--- config.mk ---
export PLATFORM = sky130hd
export DESIGN_NAME = koa_product_normalizer
export DESIGN_NICKNAME = d
export VERILOG_FILES = /design/src/rtl/koa_product_normalizer.sv
export SDC_FILE = /design/constraint.sdc
export NUM_CORES = 1
export LEC_CHECK = 0
export ABC_AREA = 1
export ABC_CLOCK_PERIOD_IN_PS = 2600
export BUFFER_PORTS_ARGS = -buffer_cell sky130_fd_sc_hd__buf_2
export CORE_MARGIN = 1.5
export CORE_UTILIZATION = 30
export DETAILED_ROUTE_END_ITERATION = 16
export PLACE_DENSITY = 0.46
export SKIP_CTS_REPAIR_TIMING = 1
export SKIP_LAST_GASP = 1
export SYNTH_ARGS = -nofsm -noshare
export SYNTH_HDL_FRONTEND = slang
export SYNTH_SLANG_ARGS = --single-unit
--- constraint.sdc ---
create_clock -name clk -period 2.6 [get_ports clk]
set_clock_uncertainty 0.05 [all_clocks]
set_input_delay 0.52 -clock clk [delete_from_list [all_inputs] [get_ports clk]]
set_output_delay 0.52 -clock clk [all_outputs]
set_load 0.1 [all_outputs]
--- src/rtl/koa_product_normalizer.sv ---
// koa_product_normalizer: normalizes and rounds a 2*SW-bit Karatsuba significand product to SW bits.
// Optional KOA_NORM_RMODE_EN adds rmode_i/sign_i for directed rounding; default is fixed RNE.
module koa_product_normalizer #(
    parameter int SW = 24
) (
    input  logic            clk,
    input  logic            rst,
    input  logic            in_valid_i,
    output logic            in_ready_o,
    input  logic [2*SW-1:0] product_i,
`ifdef KOA_NORM_RMODE_EN
    input  logic [1:0]      rmode_i,
    input  logic            sign_i,
`endif
    output logic            out_valid_o,
    input  logic            out_ready_i,
    output logic [SW-1:0]   mant_o,
    output logic            norm_shift_o,
    output logic            round_ovf_o,
    output logic            inexact_o,
    output logic            zero_o,
    output logic            unnorm_o
);
    typedef enum logic [1:0] {IDLE, NORM, ROUND, OUT} state_t;
    state_t state, state_nxt;
    logic [2*SW-1:0] p;
    logic [SW-1:0] m, m_nxt;
    logic g, s, shift, g_nxt, s_nxt, inc;
    logic [SW:0] sum;
    assign in_ready_o = (state == IDLE);
    always_ff @(posedge clk) begin
        if (rst) state <= IDLE;
        else state <= state_nxt;
    end
    always_comb begin
        state_nxt = state;
        case (state)
            IDLE:    state_nxt = in_valid_i ? NORM : IDLE;
            NORM:    state_nxt = ROUND;
            ROUND:   state_nxt = OUT;
            OUT:     state_nxt = out_ready_i ? IDLE : OUT;
            default: state_nxt = IDLE;
        endcase
    end
    always_comb begin
        m_nxt = p[2*SW-1] ? p[2*SW-1:SW] : p[2*SW-2:SW-1];
        g_nxt = p[2*SW-1] ? p[SW-1] : p[SW-2];
        s_nxt = p[2*SW-1] ? |p[SW-2:0] : |p[SW-3:0];
    end
`ifdef KOA_NORM_RMODE_EN
    logic [1:0] rmode_r;
    logic sign_r;
    always_ff @(posedge clk) begin
        if (rst) begin
            rmode_r <= '0;
            sign_r  <= 1'b0;
        end else if (in_valid_i && in_ready_o) begin
            rmode_r <= rmode_i;
            sign_r  <= sign_i;
        end
    end
    // 00 RNE, 01 RTZ, 10 toward +inf, 11 toward -inf
    assign inc = rmode_r[1] ? (g | s) & (rmode_r[0] ? sign_r : ~sign_r)
               : rmode_r[0] ? 1'b0 : g & (s | m[0]);
`else
    assign inc = g & (s | m[0]);
`endif
    assign sum = {1'b0, m} + {{SW{1'b0}}, inc};
    always_ff @(posedge clk) begin
        if (rst) begin
            p            <= '0;
            m            <= '0;
            g            <= 1'b0;
            s            <= 1'b0;
            shift        <= 1'b0;
            out_valid_o  <= 1'b0;
            mant_o       <= '0;
            norm_shift_o <= 1'b0;
            round_ovf_o  <= 1'b0;
            inexact_o    <= 1'b0;
            zero_o       <= 1'b0;
            unnorm_o     <= 1'b0;
        end else begin
            if (in_valid_i && in_ready_o) p <= product_i;
            if (state == NORM) begin
                m     <= m_nxt;
                g     <= g_nxt;
                s     <= s_nxt;
                shift <= p[2*SW-1];
            end
            if (state == ROUND) begin
                mant_o       <= sum[SW] ? {1'b1, {(SW-1){1'b0}}} : sum[SW-1:0];
                round_ovf_o  <= sum[SW];
                norm_shift_o <= shift;
                inexact_o    <= g | s;
                zero_o       <= (p == '0);
                unnorm_o     <= (p[2*SW-1 -: 2] == 2'b00) && (p != '0);
                out_valid_o  <= 1'b1;
            end
            if (state == OUT && out_ready_i) out_valid_o <= 1'b0;
        end
    end
endmodule

### Word level (Yosys, flattened, before mapping)

Cells that the tools add are included.

| word-level totals | value |
|---|---|
| flip-flop bits (word level) | 107 |
| output and inout port bits | 31 |

| cells by class | value |
|---|---|
| equal/unequal tests | 3 |
| reduce and logical (&&, ||, !) cells | 10 |
| bitwise gates (word level) | 3 |
| $add $sub $neg | 1 |
| mux-type cells | 7 |

Operator list:

| cell | number |
|---|---|
| 48-bit logical NOT | 1 |
| 24-bit two-way mux | 2 |
| 48-bit nonzero test | 1 |
| 24-bit by 1-bit adder with 25-bit output | 1 |
| 23-bit OR reduction | 1 |
| 22-bit OR reduction | 1 |
| 2-bit one-hot mux with 4 select lines | 1 |
| 2-bit equality test, second input constant | 2 |
| 2-bit logical NOT | 2 |
| 1-bit logical AND | 3 |
| 1-bit two-way mux | 3 |
| 2-bit by 1-bit equality test with 1-bit output, second input constant | 1 |
| 2-bit two-way mux | 1 |
| 1-bit bitwise OR | 2 |
| 2-bit OR reduction | 1 |
| 1-bit AND | 1 |

### Depth between registers and ports, before layout

Gate-level depths: netlist of run 1.

| depth | value |
|---|---|
| depth in word-level cells | 4 |
| depth in mapped cells | 11 |
| gate-level depth less buffers | 11 |

### Worst setup path before layout of run 1

No wires, ideal clock.

| timing path | value |
|---|---|
| path kind | register to register |
| from | reg state[1] |
| to | reg p[36] |
| slack | -0.068 ns |
| library setup time | 0.116 ns |
| required time | 2.434 ns |
| data arrival time | 2.502 ns |
| cell stages (with the launch flop) | 7 |
| buffers on the path | 2 |
| clock period less this slack | 2.668 ns |
| cell sequence | dfxtp_1 > nor2_1 > nand2_1 > buf_2 > buf_2 > o21ai_0 > nor2_1 |

| on the way | value |
|---|---|
| longest elaborated chain between the ends | 2 |

RTL lines:

| element | RTL line | source |
|---|---|---|
| start: declaration | 25 | `state_t state, state_nxt;` |
| start signal: assignment | 33 | `else state <= state_nxt;` |
| 2-bit logical NOT | 30 | `assign in_ready_o = (state == IDLE);` |
| via in_ready_o | 9 | `output logic in_ready_o,` |
| 1-bit logical AND | 84 | `if (in_valid_i && in_ready_o) p <= product_i;` |
| end signal: assignment | 84 |  |
| end: declaration | 26 | `logic [2*SW-1:0] p;` |

The timed path passes the listed nets, and every way through them passes these cells.
A chain may end at the register's enable or synchronous reset.

### Final worst setup path of run 1

| timing path | value |
|---|---|
| from | reg m[0] |
| to | reg mant_o[19] |

| on the way | value |
|---|---|
| longest elaborated chain between the ends | 4 |

RTL lines:

| element | RTL line | source |
|---|---|---|
| start: declaration | 27 | `logic [SW-1:0] m, m_nxt;` |
| start signal: assignment | 86 | `m <= m_nxt;` |
| 1-bit bitwise OR | 66 | `assign inc = g & (s \| m[0]);` |
| 1-bit AND | 66 |  |
| 24-bit by 1-bit adder with 25-bit output * | 68 | `assign sum = {1'b0, m} + {{SW{1'b0}}, inc};` |
| 24-bit two-way mux * | 92 | `mant_o <= sum[SW] ? {1'b1, {(SW-1){1'b0}}} : sum[SW-1:0];` |
| end signal: assignment | 92 |  |
| end: declaration | 17 | `output logic [SW-1:0] mant_o,` |

Mark *: on every way between the ends. The rest lies on a longest branch, timed or not.

==> results of run 1 <==
==> area by class of cell <==
type / instances / share of cell area, %
clock buffer: 10 / 4.12
sequential: 107 / 38.5
timing repair buffer: 91 / 8.59
tap: 188 / 4.23
multi-input combinational: 484 / 40.1
inverter: 40 / 2.70
clock inverter: 6 / 1.73
==> per-layer routing <==
metal | wire length, um | track usage, % | vias to the layer above
met1 | 6510 | 22.1 | 1969
met3 | 573 | 3.71 | 8
li1 | - | - | 2306
met2 | 5720 | 25.8 | 95
met5 | 0 | 0 | -
met4 | 142 | 5.88 | 0
==> metrics by stage <==
step / util (%) / instances / power, uW / instance area (um^2) / hold WS [ns]
5_1_grt: 36.6 / 926 / 4380 / 5560 / 0.352
2_1_floorplan: - / 667 / 2490 / 4690 / 0.400
6_report: 36.6 / 926 / 4150 / 5560 / 0.351
3_5_place_dp: 34.5 / 910 / 2700 / 5240 / 0.404
4_1_cts: 36.6 / 926 / 4210 / 5560 / 0.337
3_3_place_gp: 34.5 / 910 / 2690 / 5240 / 0.402
==> registers in the layout, indices dropped and copies added, names as in the netlist <==
| name | flops |
|---|---|
| shift | 1 |
| inexact_o | 1 |
| norm_shift_o | 1 |
| round_ovf_o | 1 |
| mant_o | 24 |
| unnorm_o | 1 |
| m | 24 |
| state | 2 |
| p | 48 |
| g | 1 |
| s | 1 |
| out_valid_o | 1 |
| zero_o | 1 |
==> worst max path at each step <==
stage            endpoint  depth (start not counted)
6_report       mant_o[19]                          9
4_1_cts        mant_o[19]                          9
3_3_place_gp   mant_o[21]                          9
2_1_floorplan       p[36]                          6
5_1_grt        mant_o[19]                          9
3_5_place_dp   mant_o[19]                          9
==> critical path, stage by stage (launching register included) <==
cell and delay [ns]:
dfxtp_1 0.34, o21a_1 0.19, ha_1 0.18, nand2_1 0.13
nor2_2 0.07, nand2_2 0.10, nor2_4 0.06, a21oi_2 0.48
nand3_1 0.17, a21oi_1 0.15
==> where the power goes <==
| group | total, uW | switching (uW) | internal [uW] | leakage [uW] |
|---|---|---|---|---|
| clock | 1500 | 640 | 857 | 0.000155 |
| combinational | 737 | 521 | 216 | 0.00124 |
| sequential | 1920 | 130 | 1790 | 0.000879 |
| total | 4150 | 1290 | 2860 | 0.00228 |
==> layout by cell type, fill, tap and decap left out, drive strengths merged <==
cell type,instances
bufinv,2
inv,41
o2111ai,1
a21oi,68
nand3b,1
nand3,22
clkbuf,10
dfxtp,107
a221oi,16
o21ai,68
clkinvlp,1
nand4,6
xor2,8
buf,91
clkinv,2
nor2,153
nand2,133
o21a,1
nor3,3
or2,2
ha,2
==> kinds of logic (layout without fill, tap and decap cells) <==
| family | after synthesis | in the layout | share of synthesized area, % |
|---|---|---|---|
| buffers and inverters | 76 | 147 | 6.65 |
| flip-flops | 107 | 107 | 45.7 |
| adder cells (fa/ha/maj) | 2 | 2 | 0.534 |
| AND/OR/NAND/NOR | 320 | 320 | 27.6 |
| AO/OA/AOI/OAI | 154 | 154 | 18.0 |
| XOR/XNOR | 8 | 8 | 1.50 |
==> flow_metrics.env, run 1 <==
export IMPL_nFillCells=1652
export IMPL_ys_seq_area_share_pct=45.7
export IMPL_multiInputGateArea_mm2=0.00223
export IMPL_synth_top_flop_cell="dfxtp_1"
export IMPL_dr_pass1_iters=5
export IMPL_synthesis_nets=721
export IMPL_fmax_ghz=0.498
export IMPL_core_area_mm2=0.0152
export IMPL_rsz0062_at_grt="no"
export IMPL_cts_tree="yes"
export IMPL_synth_async_reset_ratio_pct=0
export IMPL_tightest_slew_ns=0.685
export IMPL_drv_cap=0
export IMPL_yosys_area_top_type="dfxtp_1"
export IMPL_yosys_warnings=0
export IMPL_setup_ws_ns=0.592
export IMPL_wl_per_cell_um=14.0
export IMPL_min_to="p[10]"
export IMPL_ctsHtreeMaxLevel=3
export IMPL_die_area_mm2=0.0164
export IMPL_path_class="flip-flop to flip-flop"
export IMPL_grt_antenna_before_repair=0
export IMPL_io_buffers=82
export IMPL_slew_headroom_pct=54.3
export IMPL_clock_latency_ns=0.35
export IMPL_areaGrowthSynthToFinish_pct=18.8
export IMPL_drc=0
export IMPL_setup_viol=0
export IMPL_dieWidth_um=128
export IMPL_grt_pass1_wl_um=21100
export IMPL_final_max_slew_violation_count=0
export IMPL_seqCellArea_mm2=0.00214
export IMPL_nets=787
export IMPL_avgSynthCellArea_um2=7.02
export IMPL_irDropWorstVdd_uv=353
export IMPL_min_delay_path_class="input pin to flip-flop"
export IMPL_antennaDiodeCount=0
export IMPL_pre_cts_slack_ns=0.608
export IMPL_cts_path_max_buffers=2
export IMPL_vias=4378
export IMPL_synth_edf_count=0
export IMPL_layout_drive_gt1_share_pct=17.2
export IMPL_tns_ns=0
export IMPL_routed_wl_um=12900
export IMPL_crit_path_end_kind="flip-flop"
export IMPL_synthTopCellsByArea="dfxtp_1, nor2_1, nand2_1, a21oi_1, o21ai_0"
export IMPL_start_util_pct=30.8
export IMPL_reg2reg_from="m[0]"
export IMPL_leakage_uw=0.00228
export IMPL_clk_pin_slew_ns=0.07
export IMPL_grt_usage_pct=16.4
export IMPL_io_pins=83
export IMPL_start_kind="flip-flop"
export IMPL_hold_viol=0
export IMPL_status="finished, final reports clean"
export IMPL_required_ns=2.84
export IMPL_numCtsBuffers=9
export IMPL_yosysTopAreaCellShare_pct=45.7
export IMPL_grt_pass1_vias=4153
export IMPL_synth_area_mm2=0.00468
export IMPL_path_max_fanout=13
export IMPL_netlist_instances=667
export IMPL_powerDensity_mw_per_mm2=746
export IMPL_hold_depth=3
export IMPL_min_period_over_period_pct=77.2
export IMPL_die_y_um=128
export IMPL_clock_sinks=107
export IMPL_drtIter0Drc=217
export IMPL_grt_max_degree=43
export IMPL_hpwl_um=9660
export IMPL_r2r_end="mant_o[19]"
export IMPL_ys_seq_elements=107
export IMPL_root_buffer="clkbuf_16"
export IMPL_cp_data_arrival_time_ns=2.24
export IMPL_min_from="product_i[10]"
export IMPL_yosysUniqueCellTypes=26
export IMPL_ant_nets=0
export IMPL_finalCriticalPeriod_ns=2.01
export IMPL_r2r_cells=9
export IMPL_avgViaCountPerCell=4.73
export IMPL_cp_startpoint="m[0]"
export IMPL_rows=45
export IMPL_synth_commonest_cells="nor2_1, nand2_1, dfxtp_1"
export IMPL_gp_congestion=0.858
export IMPL_overflow=0
export IMPL_r2r_slack_ns=0.59
export IMPL_yosysMostFrequentCell="nor2_1"
No activity file was read; power rests on OpenSTA's default activity.
==> run 2, diff against run 1 <==
--- a/config.mk
+++ b/config.mk
@@ -5,8 +5,8 @@
 export SDC_FILE = /design/constraint.sdc
 export NUM_CORES = 1
 export LEC_CHECK = 0
-export ABC_AREA = 1
-export ABC_CLOCK_PERIOD_IN_PS = 2600
+export ABC_AREA = 0
+export ABC_CLOCK_PERIOD_IN_PS = 2100
 export BUFFER_PORTS_ARGS = -buffer_cell sky130_fd_sc_hd__buf_2
 export CORE_MARGIN = 1.5
 export CORE_UTILIZATION = 30
==> constraint.sdc (replaced) <==
create_clock -name clk -period 2.1 [get_ports clk]
set_clock_uncertainty 0.05 [all_clocks]
set_input_delay 0.42 -clock clk [delete_from_list [all_inputs] [get_ports clk]]
set_output_delay 0.42 -clock clk [all_outputs]
set_load 0.1 [all_outputs]
==> flow_metrics.env, run 2 <==
export IMPL_ant_nets=0
export IMPL_powerDensity_mw_per_mm2=882
export IMPL_total_power_uw=4830
export IMPL_yosys_warnings=0
export IMPL_antennaDiodeCount=0
export IMPL_hold_ws_ns=0.251
export IMPL_drtIter0Drc=162
export IMPL_r2r_end="mant_o[23]"
export IMPL_slew_headroom_pct=66.1
export IMPL_min_period_over_period_pct=93.5
export IMPL_avgViaCountPerCell=4.76
export IMPL_cts_path_max_buffers=2
export IMPL_dp_cells=793
export IMPL_yosysTopAreaCellShare_pct=47.5
export IMPL_cp_data_arrival_time_ns=2.19
export IMPL_setup_viol=0
export IMPL_synth_top_flop_cell="dfxtp_1"
export IMPL_yosysUniqueCellTypes=35
export IMPL_numCtsBuffers=9
export IMPL_yosys_area_top_type="dfxtp_1"
export IMPL_gp_congestion=0.736
export IMPL_hold_depth=3
export IMPL_largest_reg_flops=48
export IMPL_drv_cap=0
export IMPL_die_area_mm2=0.0158
export IMPL_path_max_fanout=4
export IMPL_netlist_instances=547
export IMPL_areaGrowthSynthToFinish_pct=21.5
export IMPL_io_buffers=82
export IMPL_synth_area_mm2=0.00451
export IMPL_dpl_cell_area_mm2=0.00518
export IMPL_tns_ns=0
export IMPL_io_pins=83
export IMPL_crit_path_end_kind="flip-flop"
export IMPL_grt_usage_pct=14.4
export IMPL_nFillCells=1546
export IMPL_grt_max_degree=54
export IMPL_hold_viol=0
export IMPL_root_buffer="clkbuf_16"
export IMPL_fmax_ghz=0.509
export IMPL_ys_seq_elements=107
export IMPL_dr_pass1_iters=4
export IMPL_wl_per_cell_um=13.6
export IMPL_clock_sinks=107
export IMPL_min_delay_path_class="input pin to flip-flop"
export IMPL_synth_async_reset_ratio_pct=0
export IMPL_min_from="product_i[36]"
export IMPL_path_class="flip-flop to flip-flop"
export IMPL_ys_seq_area_share_pct=47.5
export IMPL_irDropWorstVdd_uv=373
export IMPL_avgSynthCellArea_um2=8.24
export IMPL_required_ns=2.32
export IMPL_reg2reg_from="g"
export IMPL_ctsHtreeMaxLevel=3
export IMPL_synth_edf_count=0
export IMPL_clock_latency_ns=0.35
export IMPL_routed_wl_um=11000
export IMPL_status="finished, final reports clean"
export IMPL_r2r_slack_ns=0.14
export IMPL_max_flop_register="p"
export IMPL_grt_antenna_before_repair=0
export IMPL_min_to="p[36]"
export IMPL_rsz0062_at_grt="yes"
export IMPL_postLayoutCellArea_mm2=0.00547
export IMPL_layout_common_cells="nand2_1, dfxtp_1, buf_2"
export IMPL_tightest_slew_ns=0.504
export IMPL_layout_drive_gt1_share_pct=20.5
export IMPL_grt_pass1_wl_um=18300
export IMPL_start_kind="flip-flop"
export IMPL_cts_tree="yes"
export IMPL_final_cells=808
export IMPL_drc=0
export IMPL_clk_pin_slew_ns=0.07
export IMPL_final_max_slew_violation_count=0
export IMPL_top_regs="p x48, m x24, mant_o x24"
export IMPL_finalCriticalPeriod_ns=1.96
export IMPL_start_util_pct=30.9
export IMPL_die_y_um=126
export IMPL_hpwl_um=7920
export IMPL_synthTopCellsByArea="dfxtp_1, nand2_1, a21oi_1, a211oi_1, mux2i_1"
export IMPL_synth_commonest_cells="nand2_1, dfxtp_1, a21oi_1"
export IMPL_overflow=0
export IMPL_dieWidth_um=126
export IMPL_rows=44
export IMPL_r2r_cells=7
export IMPL_nets=674
export IMPL_final_common_cell="nand2_1"
export IMPL_yosysMostFrequentCell="nand2_1"
export IMPL_leakage_uw=0.00203
export IMPL_grt_pass1_vias=3685
export IMPL_vias=3845
export IMPL_synthesis_nets=601
export IMPL_core_area_mm2=0.0146
run 2: cell count changes in the layout (fill, tap and decap cells not counted), moves of 16 or more:
cell and change:
a211oi_1 +36, inv_1 -30, mux2i_1 +25, o21ai_0 -54
a221oi_1 -16, nor2_1 -95
run 2: layer usage:
layer	GRT usage, %	up-vias	wire [um]
met4	5.28	0	204
li1	-	2040	-
met3	3.89	10	442
met1	20.5	1722	5860
met5	0	-	0
met2	20.8	73	4450
run 2: worst max-delay path by stage:
stage / start / end / cells past startpoint
finish: g / mant_o[23] / 7
global route: s / mant_o[15] / 7
CTS: s / mant_o[15] / 7
detailed placement: s / mant_o[15] / 7
global placement: s / mant_o[21] / 7
floorplan: state[1] / p[36] / 6
run 2: logic make-up (layout without fill, tap and decap cells):
group	Yosys count	count (layout)	synth area share, %
buf+inv	45	122	4.11
mux	26	26	5.80
xor+xnor	19	19	3.69
flops	107	107	47.5
fa+ha+maj	2	2	0.555
simple gates	239	239	23.8
compound gates	109	109	14.5
run 2: through the flow:
step           setup slack, ns  util [%]
2_1_floorplan            0.108         -
3_3_place_gp             0.105      35.5
3_5_place_dp            0.0244      35.5
4_1_cts                0.00837      37.5
5_1_grt                -0.0144      37.5
6_report                 0.137      37.5
run 2: critical path: stages (launching register included):
cell,delay (ns)
dfxtp_2,0.34
o21a_1,0.14
ha_1,0.22
and4_1,0.26
nand4_1,0.13
nor3_1,0.17
mux2_2,0.35
a211oi_1,0.21
run 2: area by class of cell:
type / count / area (um^2) / area share (%)
clock buffer: 10 / 229 / 4.18
clock inverter: 5 / 55.1 / 1.01
inverter: 3 / 11.3 / 0.206
multi-input combinational: 395 / 2200 / 40.2
sequential: 107 / 2140 / 39.2
tap: 184 / 230 / 4.21
timing repair buffer: 104 / 603 / 11.0
run 2: where the power goes:
part	internal, uW	switching (uW)	leakage, uW	total [uW]
Sequential	2170	126	0.000876	2300
Combinational	271	598	0.00102	869
Clock	914	745	0.000134	1660
==> run 3, diff against run 2 <==
--- a/config.mk
+++ b/config.mk
@@ -5,7 +5,7 @@
 export SDC_FILE = /design/constraint.sdc
 export NUM_CORES = 1
 export LEC_CHECK = 0
-export ABC_AREA = 0
+export ABC_AREA = 1
 export ABC_CLOCK_PERIOD_IN_PS = 2100
 export BUFFER_PORTS_ARGS = -buffer_cell sky130_fd_sc_hd__buf_2
 export CORE_MARGIN = 1.5
@@ -14,6 +14,7 @@
 export PLACE_DENSITY = 0.46
 export SKIP_CTS_REPAIR_TIMING = 1
 export SKIP_LAST_GASP = 1
+export SLEW_MARGIN = 20
 export SYNTH_ARGS = -nofsm -noshare
 export SYNTH_HDL_FRONTEND = slang
 export SYNTH_SLANG_ARGS = --single-unit
==> flow_metrics.env, run 3 (same netlist as run 1, synthesis figures left out) <==
export IMPL_status="finished, final reports clean"
export IMPL_slowest_delay_ns=0.39
export IMPL_dieWidth_um=128
export IMPL_grt_pass1_wl_um=20800
export IMPL_rsz0062_at_grt="no"
export IMPL_drc=0
export IMPL_wl_per_cell_um=13.6
export IMPL_drv_cap=0
export IMPL_tightest_slew_ns=0.674
export IMPL_min_from="product_i[18]"
export IMPL_min_period_over_period_pct=88.5
export IMPL_ctsHtreeMaxLevel=3
export IMPL_grt_max_degree=65
export IMPL_crit_path_end_kind="flip-flop"
export IMPL_tns_ns=0
export IMPL_start_util_pct=30.8
export IMPL_cp_data_arrival_time_ns=2.10
export IMPL_finalCriticalPeriod_ns=1.86
export IMPL_nFillCells=1646
export IMPL_routed_wl_um=12600
export IMPL_drtIter0Drc=239
export IMPL_gp_congestion=0.845
export IMPL_cpMostUsedCell="nand2_1"
export IMPL_rows=45
export IMPL_core_area_mm2=0.0152
export IMPL_clk_pin_slew_ns=0.08
export IMPL_final_max_slew_violation_count=0
export IMPL_clock_latency_ns=0.36
export IMPL_numCtsBuffers=9
export IMPL_slew_headroom_pct=55.0
export IMPL_layout_common_cells="nor2_1, nand2_1, dfxtp_1"
export IMPL_dr_pass1_iters=4
export IMPL_grt_usage_pct=16.1
export IMPL_io_pins=83
export IMPL_grt_pass1_vias=4196
export IMPL_overflow=0
export IMPL_fmax_ghz=0.538
export IMPL_path_class="flip-flop to flip-flop"
export IMPL_avgViaCountPerCell=4.70
export IMPL_root_buffer="clkbuf_16"
export IMPL_setup_viol=0
export IMPL_setup_ws_ns=0.242
export IMPL_min_delay_path_class="input pin to flip-flop"
export IMPL_nets=785
export IMPL_required_ns=2.34
export IMPL_max_flop_register="p"
export IMPL_start_kind="flip-flop"
export IMPL_cts_path_max_buffers=2
export IMPL_crit_family="simple AND/OR/NAND/NOR gates"
export IMPL_io_buffers=82
export IMPL_powerDensity_mw_per_mm2=901
export IMPL_layout_drive_gt1_share_pct=17.1
export IMPL_irDropWorstVdd_uv=408
export IMPL_antennaDiodeCount=0
export IMPL_cp_slowest_cell="dfxtp_1"
export IMPL_cts_tree="yes"
export IMPL_hpwl_um=9300
export IMPL_die_y_um=128
export IMPL_leakage_uw=0.00228
export IMPL_crit_buf_inv=0
export IMPL_clock_sinks=107
export IMPL_hold_viol=0
export IMPL_grt_antenna_before_repair=0
export IMPL_final_common_cell="nor2_1"
export IMPL_pre_cts_slack_ns=0.0553
export IMPL_die_area_mm2=0.0164
export IMPL_areaGrowthSynthToFinish_pct=18.8
export IMPL_vias=4346
export IMPL_top_regs="p x48, m x24, mant_o x24"
export IMPL_largest_reg_flops=48
export IMPL_cp_startpoint="m[0]"
export IMPL_crit_chain="o21a_1, ha_1, nand2_1, nor2_1, nand2_1, nor2_1, nand2_1, nand2_1, nand3_1, a21oi_1"
export IMPL_ant_nets=0
export IMPL_path_max_fanout=4
export IMPL_reg2reg_from="m[0]"
run 3: cell types whose count changed in the layout (fill, tap and decap cells not counted), sizes merged, moves of 13 or more:
cell | previous run | this run
a211oi | 36 | 0
a221oi | 0 | 16
buf | 104 | 89
inv | 3 | 41
mux2i | 25 | 0
nor2 | 50 | 153
nor4 | 13 | 0
o21ai | 9 | 68
run 3: final timing paths:
kind / to / depth (start not counted) / slack (ns)
max: mant_o[21] / 10 / 0.24
min: p[18] / 3 / 0.25
max reg2reg: mant_o[21] / 10 / 0.24
min reg2reg: mant_o[16] / 2 / 0.41
run 3: final cells by class:
cell class | count | area (um^2) | area share [%]
clock buffers | 10 | 229 | 4.12
clock inverters | 6 | 72.6 | 1.30
inverters | 40 | 150 | 2.70
multi-input cells | 484 | 2250 | 40.4
flip-flops and latches | 107 | 2140 | 38.5
well taps | 188 | 235 | 4.23
repair buffers | 89 | 488 | 8.77
run 3: worst min-delay path, cell delays in order:
cell and delay (ns):
buf_2 0.08, o21ai_1 0.06, nor2_1 0.07
run 3: report_power, final:
part	total [uW]	switching (uW)	internal, uW
sequential	2380	163	2210
clock	1730	790	940
combinational	910	636	274
run 3: metal layers:
metal  track usage, %  routed length, um
met1             22.5               6350
met2             24.8               5570
met3             3.59                514
met4             4.89                142
met5                0                  0
run 3: metrics by stage:
stage	cell area (um^2)	hold WS [ns]	instances	util [%]	total power, uW
after floorplan	4690	0.400	667	-	3080
after global placement	5260	0.402	908	34.6	3340
after detailed placement	5260	0.403	908	34.6	3350
after CTS	5560	0.237	924	36.6	5100
after global routing	5560	0.250	924	36.6	5300
final	5560	0.246	924	36.6	5020
